## config.mk

```make
export PLATFORM = sky130hd
export DESIGN_NAME = gray_prio_encoder
export DESIGN_NICKNAME = d
export VERILOG_FILES = /design/src/rtl/enc_pkg.sv /design/src/rtl/prio_scan.sv /design/src/rtl/gray_prio_encoder.sv
export SDC_FILE = /design/constraint.sdc
export NUM_CORES = 1
export LEC_CHECK = 0
export CAP_MARGIN = 0
export CORE_MARGIN = 10
export CORE_UTILIZATION = 45
export DETAILED_ROUTE_END_ITERATION = 6
export PLACE_DENSITY = 0.75
export SLEW_MARGIN = 20
export SYNTH_ARGS = -nofsm -noshare
export SYNTH_HDL_FRONTEND = slang
export SYNTH_SLANG_ARGS = --single-unit
```

## constraint.sdc

```tcl
create_clock -name clk -period 4.22 [get_ports clk]
set_input_delay 0.844 -clock clk [delete_from_list [all_inputs] [get_ports clk]]
set_output_delay 0.844 -clock clk [all_outputs]
set_load 0.02 [all_outputs]
```

## src/rtl/enc_pkg.sv

```systemverilog
// Shared helpers and the stage-1 payload type for the pipelined priority/Gray encoder.
package enc_pkg;

  // Widest index the stage-1 payload can carry (covers N up to 65536).
  localparam int unsigned IDX_MAX_W = 16;

  function automatic int unsigned code_w(input int unsigned n);
    return 32'($clog2(n)) + 32'd1;
  endfunction

  function automatic logic [31:0] to_gray(input logic [31:0] v);
    return v ^ (v >> 1);
  endfunction

  typedef struct packed {
    logic [IDX_MAX_W-1:0] idx;
    logic                 none;
    logic                 multi;
    logic                 gray_sel;
  } s1_payload_t;

endpackage

```

## src/rtl/prio_scan.sv

```systemverilog
// Combinational scan of a request word: highest set index plus empty/multi-hot flags.
module prio_scan #(
  parameter int unsigned N     = 8,
  parameter int unsigned IDX_W = $clog2(N)
) (
  input  logic [N-1:0]     in_data,
  output logic [IDX_W-1:0] idx_c,
  output logic             none_c,
  output logic             multi_c
);

  // Ascending scan so the last hit, i.e. the highest index, wins.
  always_comb begin
    idx_c = '0;
    for (int unsigned i = 0; i < N; i++) begin
      if (in_data[i]) begin
        idx_c = IDX_W'(i);
      end
    end
  end

  assign none_c  = ~|in_data;
  // Clearing the lowest set bit leaves something only when two or more were set.
  assign multi_c = |(in_data & (in_data - N'(1)));

endmodule

```

## src/rtl/gray_prio_encoder.sv

```systemverilog
// Two-stage valid/ready priority encoder emitting a Gray or binary position code per word,
// with multi-hot/empty flags and a saturating multi-hot counter.
module gray_prio_encoder
  import enc_pkg::*;
#(
  parameter int unsigned N     = 8,
  parameter int unsigned W     = code_w(N),
  parameter int unsigned CNT_W = 8
) (
  input  logic             clk,
  input  logic             reset,
  input  logic             in_valid,
  output logic             in_ready,
  input  logic [N-1:0]     in_data,
  input  logic             gray_sel,
  output logic             out_valid,
  input  logic             out_ready,
  output logic [W-1:0]     out_code,
  output logic             out_multi,
  output logic             out_none,
  input  logic             err_clr,
  output logic [CNT_W-1:0] err_cnt
);

  localparam int unsigned IDX_W = $clog2(N);
  localparam logic [CNT_W-1:0] CNT_MAX = '1;

  logic [IDX_W-1:0] scan_idx;
  logic             scan_none;
  logic             scan_multi;

  prio_scan #(
    .N     (N),
    .IDX_W (IDX_W)
  ) u_prio_scan (
    .in_data (in_data),
    .idx_c   (scan_idx),
    .none_c  (scan_none),
    .multi_c (scan_multi)
  );

  logic        s1_valid_q, s1_valid_d;
  s1_payload_t s1_q, s1_d;

  logic         s2_valid_q, s2_valid_d;
  logic [W-1:0] code_q, code_d;
  logic         multi_q, multi_d;
  logic         none_q, none_d;

  logic [CNT_W-1:0] err_cnt_q, err_cnt_d;

  logic s2_ready_c;
  logic s1_ready_c;
  logic accept_c;

  // Ready chain: a stage can take a word if empty or if its occupant leaves this cycle.
  assign s2_ready_c = !s2_valid_q || out_ready;
  assign s1_ready_c = !s1_valid_q || s2_ready_c;
  assign in_ready   = s1_ready_c && !reset;
  assign accept_c   = in_valid && in_ready;

  always_comb begin
    s1_valid_d = s1_valid_q;
    s1_d       = s1_q;
    if (s1_ready_c) begin
      s1_valid_d = accept_c;
    end
    if (accept_c) begin
      s1_d.idx      = IDX_MAX_W'(scan_idx);
      s1_d.none     = scan_none;
      s1_d.multi    = scan_multi;
      s1_d.gray_sel = gray_sel;
    end
  end

  // Position p = N - idx, or 0 for an empty word; gray_sel picked when the word was accepted.
  always_comb begin
    s2_valid_d = s2_valid_q;
    code_d     = code_q;
    multi_d    = multi_q;
    none_d     = none_q;
    if (s2_ready_c) begin
      s2_valid_d = s1_valid_q;
    end
    if (s2_ready_c && s1_valid_q) begin
      multi_d = s1_q.multi;
      none_d  = s1_q.none;
      if (s1_q.none) begin
        code_d = '0;
      end else if (s1_q.gray_sel) begin
        code_d = W'(to_gray(32'(N) - 32'(s1_q.idx)));
      end else begin
        code_d = W'(32'(N) - 32'(s1_q.idx));
      end
    end
  end

  // Clear has priority over a same-cycle increment.
  always_comb begin
    err_cnt_d = err_cnt_q;
    if (err_clr) begin
      err_cnt_d = '0;
    end else if (accept_c && scan_multi && (err_cnt_q != CNT_MAX)) begin
      err_cnt_d = err_cnt_q + CNT_W'(1);
    end
  end

  always_ff @(posedge clk) begin
    if (reset) begin
      s1_valid_q <= 1'b0;
      s1_q       <= '0;
      s2_valid_q <= 1'b0;
      code_q     <= '0;
      multi_q    <= 1'b0;
      none_q     <= 1'b0;
      err_cnt_q  <= '0;
    end else begin
      s1_valid_q <= s1_valid_d;
      s1_q       <= s1_d;
      s2_valid_q <= s2_valid_d;
      code_q     <= code_d;
      multi_q    <= multi_d;
      none_q     <= none_d;
      err_cnt_q  <= err_cnt_d;
    end
  end

  assign out_valid = s2_valid_q;
  assign out_code  = code_q;
  assign out_multi = multi_q;
  assign out_none  = none_q;
  assign err_cnt   = err_cnt_q;

endmodule

```

# --- Yosys cells after proc, flatten, opt, wreduce, memory -nomap -nowiden ---
# Cells that the tools add are included.
totals:
  register_bits: 22
  elab_cells: 39
  out_inout_bits: 16
  n_memories: 0
  latchBits: 0
  ram_bits: 0
  rom_bits: 0
  in_bits: 14
op_classes:
  add_sub_neg: 3
  shifts: 0
  order_cmp: 0
  n_bitwise: 2
  div_mod_pow: 0
  n_mul: 0
  mux: 9
  reduce_logical: 14
  eq_ne: 1
ops:
  columns: ["operator", "count"]
  rows:
  - ["$reduce_or 8->1", 2]
  - ["$mux 3", 4]
  - ["$add 8x1->8 const B", 1]
  - ["$and 8x8->8", 1]
  - ["$mux 4", 2]
  - ["$ne 8x8->1 const B", 1]
  - ["$sub 8x1->8 const B", 1]
  - ["$logic_and 1x1->1", 5]
  - ["$sub 4x3->5 const A", 1]
  - ["$logic_not 1->1", 4]
  - ["$mux 2", 2]
  - ["$xor 4x4->4", 1]
  - ["$logic_or 1x1->1", 2]
  - ["$reduce_or 2->1", 1]
  - ["$mux 1", 1]

# --- Depth between registers and ports, before layout ---
logic_depth:
  word_depth: 7
  depth_mapped: 7
  mapped_depth_nobuf: 7

# --- Modules after synthesis ---
# A second synthesis with hierarchy kept.
unflattened:
  cells_unflattened: 136
  hier_area_um2: 1151.1
modules_own_cells:
  columns: ["mod", "seq_area_each_um2", "cells_each", "n_inst", "area_per_inst_um2"]
  rows:
  - ["gray_prio_encoder", 440.4, 117, 1, 1032.2]
  - ["prio_scan", 0.0, 19, 1, 118.9]

# --- Worst setup path after synthesis ---
# OpenSTA, ideal clock, no wires.
synth_timing:
  path_kind: "input port to flip-flop"
  start: "input port in_data[3]"
  end: "register err_cnt_q[0] (netlist: err_cnt[0])"
  required_time_ns: 4.099
  n_path_buf: 1
  slack_ns: 1.771
  path_stages: 6
  t_arrival_ns: 2.328
  setup_ns: 0.121
  path_cell_list: "or4_4 > maj3_2 > o31ai_4 > buf_6 > xor2_1 > nor2_1"
synth_via:
  elab_chain_len: 5
synth_rtl:
  columns: ["item", "line", "source"]
  rows:
  - ["start, declared", "gray_prio_encoder.sv:14", "input logic [N-1:0] in_data,"]
  - ["$sub 8x1->8", "prio_scan.sv:24", "assign multi_c = |(in_data & (in_data - N'(1)));"]
  - ["$and 8x8->8 (*)", "prio_scan.sv:24", null]
  - ["$reduce_or 8->1 (*)", "prio_scan.sv:24", null]
  - ["$logic_and 1x1->1 (*) (2 in series)", "gray_prio_encoder.sv:103", "end else if (accept_c && scan_multi && (err_cnt_q != CNT_MAX)) begin"]
  - ["end signal, assigned", "gray_prio_encoder.sv:124", "err_cnt_q <= err_cnt_d;"]
  - ["end, declared", "gray_prio_encoder.sv:50", "logic [CNT_W-1:0] err_cnt_q, err_cnt_d;"]
# Every way passes the cells marked *; elsewhere a longest branch is shown, timed or not.
# A chain may end at the register's enable or synchronous reset.

# --- Final worst setup path ---
layout_timing:
  start: "input port out_ready"
  end: "output port in_ready"
layout_via:
  elab_chain_len: 3
layout_rtl:
  columns: ["item", "line", "source"]
  rows:
  - ["start, declared", "gray_prio_encoder.sv:17", "input logic out_ready,"]
  - ["$logic_or 1x1->1", "gray_prio_encoder.sv:57", "assign s2_ready_c = !s2_valid_q || out_ready;"]
  - ["$logic_or 1x1->1", "gray_prio_encoder.sv:58", "assign s1_ready_c = !s1_valid_q || s2_ready_c;"]
  - ["$logic_and 1x1->1", "gray_prio_encoder.sv:59", "assign in_ready = s1_ready_c && !reset;"]
  - ["end, declared", "gray_prio_encoder.sv:13", "output logic in_ready,"]
# No other way between the ends.

==> impl_metrics.env <==
export IMPL_outcome="finished clean"
export IMPL_die_area_um2=4910
export IMPL_core_area_um2=2430
export IMPL_most_common_layout_cells="sky130_fd_sc_hd__clkdlybuf4s50_1, sky130_fd_sc_hd__dfxtp_1, sky130_fd_sc_hd__nor2_1"
export IMPL_initial_core_util=0.464
export IMPL_worst_path_buf_inv=2
export IMPL_detailed_route_via_count=1065
export IMPL_layout_cells_most_common="sky130_fd_sc_hd__clkdlybuf4s50_1"
export IMPL_die_height_um=70.1
export IMPL_worst_path_max_fanout=4
export IMPL_clock_skew_final_ns=0.00112
export IMPL_nFillCells=219
export IMPL_route_detailed_wl_per_inst_um=13.5
export IMPL_number_of_pins_with_negative_max_slew_slack_in_the_final_report=0
export IMPL_cts_root_buf="sky130_fd_sc_hd__clkbuf_4"
export IMPL_cpMostUsedCell="sky130_fd_sc_hd__clkdlybuf4s50_1"
export IMPL_setup_repair_after_global_routing_missed_its_margin="false"
export IMPL_synthesis_area_um2=1130
export IMPL_grt_max_degree=19
export IMPL_maxSlewHeadroom=0.527
export IMPL_r2r_end="err_cnt[5]$_SDFFE_PP0P_"
export IMPL_route_antenna_remaining_nets=0
export IMPL_grt_usage=0.102
export IMPL_synthesis_instances=134
export IMPL_holdPathEnd="s1_q[1]$_SDFFE_PP0P_"
export IMPL_number_of_antenna_violations_at_the_first_check_in_global_routing=0
export IMPL_final_worst_slack_ns=1.07
export IMPL_worstPathCellList="clkdlybuf4s50_1 > and3b_1 > nor2_1 > clkdlybuf4s50_1"
export IMPL_timing_reg2reg_setup_slack_ns=2.07
export IMPL_startpoint_type="input pin"
export IMPL_diodes=0
export IMPL_crit_path_leading_delay_family="buffers and inverters"
export IMPL_wl_um=2600
export IMPL_instances_no_fill=193
export IMPL_max_clock_freq_ghz=0.317
export IMPL_port_buffers=29
export IMPL_overflow_left_after_global_routing=0
export IMPL_worst_setup_hold_path_clk_slew_ns=0.12
export IMPL_ios=30
export IMPL_hp_start="s1_q[1]$_SDFFE_PP0P_"
export IMPL_worstMarginPinSlew_ns=0.704
export IMPL_areaGrowthSynthToFinish_pct=30.6
export IMPL_final_net_count=180
export IMPL_hp_class="reg2reg"
export IMPL_max_cap_violations=0
export IMPL_clock_tree_buffer_depth=2
export IMPL_crit_required_ns=3.38
export IMPL_grt_pass1_wl_um=4390
export IMPL_slowest_delay_ns=0.63
export IMPL_ys_seq_elements=22
export IMPL_setup_viol=0
export IMPL_detailedPlace_worstSlack_ns=1.02
export IMPL_drc=0
export IMPL_ir_drop_mv=0.173
export IMPL_worst_setup_path_type="in2out"
export IMPL_multi_input_area_um2=632
export IMPL_finalCriticalPeriod_ns=3.15
export IMPL_initialDrtViolationCount=64
export IMPL_synth_sequential_area_ratio=0.390
export IMPL_final_seq_area_um2=440
export IMPL_post_dp_cell_area_um2=1440
export IMPL_number_of_post_cts_setup_repair_buffers=0
export IMPL_finalCoreUtilization=0.606
export IMPL_number_of_stages_on_the_worst_setup_path=4
export IMPL_smallest_hold_slack_ns=0.472
export IMPL_hold_fix_buffer_count_after_cts=0
export IMPL_worstSkewPairLatency_ns=0.31
export IMPL_floorplan_die_width_um=70.1
export IMPL_cts_tree="done"
export IMPL_sum_of_negative_setup_slack_ns=0
export IMPL_synth_warnings=0
export IMPL_hpwl_um=2070
export IMPL_final_design_area_no_fill_um2=1470
export IMPL_ctsResizeCount=0
export IMPL_post_route_cells_drive_above_1_share=0.104
export IMPL_dp_cells=189
export IMPL_maximum_level_of_the_cts_h_tree=1
export IMPL_post_layout_total_power_mw=0.415
export IMPL_regToRegStartpoint="err_cnt[0]$_SDFFE_PP0P_"
export IMPL_syn_nets=150
export IMPL_synth_lib_cells_used_distinct=38
export IMPL_hold_path_cell_count=2
export IMPL_numCtsBuffers=3
export IMPL_drt_first_pass_iters=4
export IMPL_cts_num_sinks=22
export IMPL_routed_via_density=5.52
export IMPL_hold_violations=0
export IMPL_critical_path_endpoint_type="output port"
export IMPL_min_period_over_period=0.748
export IMPL_arrival_ns=2.31
export IMPL_cp_slowest_cell="sky130_fd_sc_hd__clkdlybuf4s50_1"
export IMPL_mean_instance_size_in_the_synthesized_netlist_um2=8.42
export IMPL_rr_worst_depth=6
export IMPL_grt_pass1_vias=1019
export IMPL_globalplace_congestion=0.804
export IMPL_power_static_leakage_nw=0.536
export IMPL_floorplan_rows=18
export IMPL_power_density_nw_per_um2=281
[synthesized netlist by cell type]
master / instances / share of area
sky130_fd_sc_hd__a2111oi_2: 1 / 0.013
sky130_fd_sc_hd__a211oi_1: 4 / 0.027
sky130_fd_sc_hd__a21oi_1: 14 / 0.062
sky130_fd_sc_hd__a22oi_1: 2 / 0.013
sky130_fd_sc_hd__a31oi_1: 1 / 0.0055
sky130_fd_sc_hd__and3_1: 3 / 0.017
sky130_fd_sc_hd__and3b_1: 1 / 0.0078
sky130_fd_sc_hd__and4_1: 2 / 0.016
sky130_fd_sc_hd__buf_1: 2 / 0.0067
sky130_fd_sc_hd__buf_6: 1 / 0.010
sky130_fd_sc_hd__clkbuf_1: 2 / 0.0067
sky130_fd_sc_hd__dfxtp_1: 22 / 0.39
sky130_fd_sc_hd__ha_1: 2 / 0.022
sky130_fd_sc_hd__inv_1: 8 / 0.027
sky130_fd_sc_hd__maj3_2: 1 / 0.010
sky130_fd_sc_hd__mux2i_1: 3 / 0.027
sky130_fd_sc_hd__nand2_1: 8 / 0.027
sky130_fd_sc_hd__nand2b_1: 1 / 0.0055
sky130_fd_sc_hd__nand3_1: 5 / 0.022
sky130_fd_sc_hd__nand4_1: 1 / 0.0055
sky130_fd_sc_hd__nor2_1: 17 / 0.057
sky130_fd_sc_hd__nor2b_1: 1 / 0.0055
sky130_fd_sc_hd__nor3_1: 5 / 0.022
sky130_fd_sc_hd__o21ai_0: 1 / 0.0044
sky130_fd_sc_hd__o21ai_1: 1 / 0.0044
sky130_fd_sc_hd__o21ai_2: 5 / 0.039
sky130_fd_sc_hd__o21bai_1: 1 / 0.0067
sky130_fd_sc_hd__o311ai_1: 1 / 0.0078
sky130_fd_sc_hd__o31a_1: 1 / 0.0078
sky130_fd_sc_hd__o31ai_1: 2 / 0.013
sky130_fd_sc_hd__o31ai_4: 1 / 0.019
sky130_fd_sc_hd__or2_2: 2 / 0.011
sky130_fd_sc_hd__or3_1: 5 / 0.028
sky130_fd_sc_hd__or3b_2: 1 / 0.0078
sky130_fd_sc_hd__or4_1: 1 / 0.0067
sky130_fd_sc_hd__or4_4: 1 / 0.010
sky130_fd_sc_hd__xnor2_1: 2 / 0.016
sky130_fd_sc_hd__xor2_1: 2 / 0.016
[worst reg2reg max path: cells and delay by family (launching register included)]
family | cells | cell delay (ns)
AO/OA/AOI/OAI | 3 | 0.84
AND/OR/NAND/NOR | 2 | 0.62
flip-flops | 1 | 0.39
adder cells (fa/ha/maj) | 1 | 0.25
[cell families after synthesis]
kind of cell	share of synthesized area
flops	0.390
xor+xnor	0.0310
compound gates	0.223
mux	0.0266
fa+ha+maj	0.0321
simple gates	0.247
buf+inv	0.0499
[sequential cells by signal, summed over array words and instances (netlist names)]
signal and cells:
s1_valid_q 1, s1_q 6, out_valid 1, out_code 4, err_cnt 8, out_multi 1, out_none 1
[cell type report]
type	instances	area share
Timing Repair Buffer	30	0.202
Sequential cell	22	0.299
Multi-Input combinational cell	99	0.429
Inverter	8	0.0204
Tap cell	30	0.0255
Clock buffer	4	0.0246
[routing by layer]
metal	share of wire	GRT usage	up-vias
met5	0	0	-
met4	0.015	0.0461	0
met3	0.060	0.0212	4
met2	0.48	0.175	28
met1	0.44	0.118	491
li1	-	-	542
[where the power goes]
group | switching [mW] | total, mW | internal (mW)
clock network | 0.0646 | 0.117 | 0.0527
registers | 0.00630 | 0.222 | 0.216
logic | 0.0385 | 0.0756 | 0.0371
total | 0.109 | 0.415 | 0.305
[worst max-delay path by stage]
stage / start / to / slack [ns]
6_report: out_ready / in_ready / 1.07
5_1_grt: out_ready / in_ready / 0.99
4_1_cts: out_ready / in_ready / 1.06
3_5_place_dp: in_data[3] / err_cnt[5]$_SDFFE_PP0P_ / 1.02
3_3_place_gp: out_ready / in_ready / 1.07
2_1_floorplan: in_data[3] / err_cnt[0]$_SDFFE_PP0P_ / 1.77
Power figures use the tool's default switching activity.
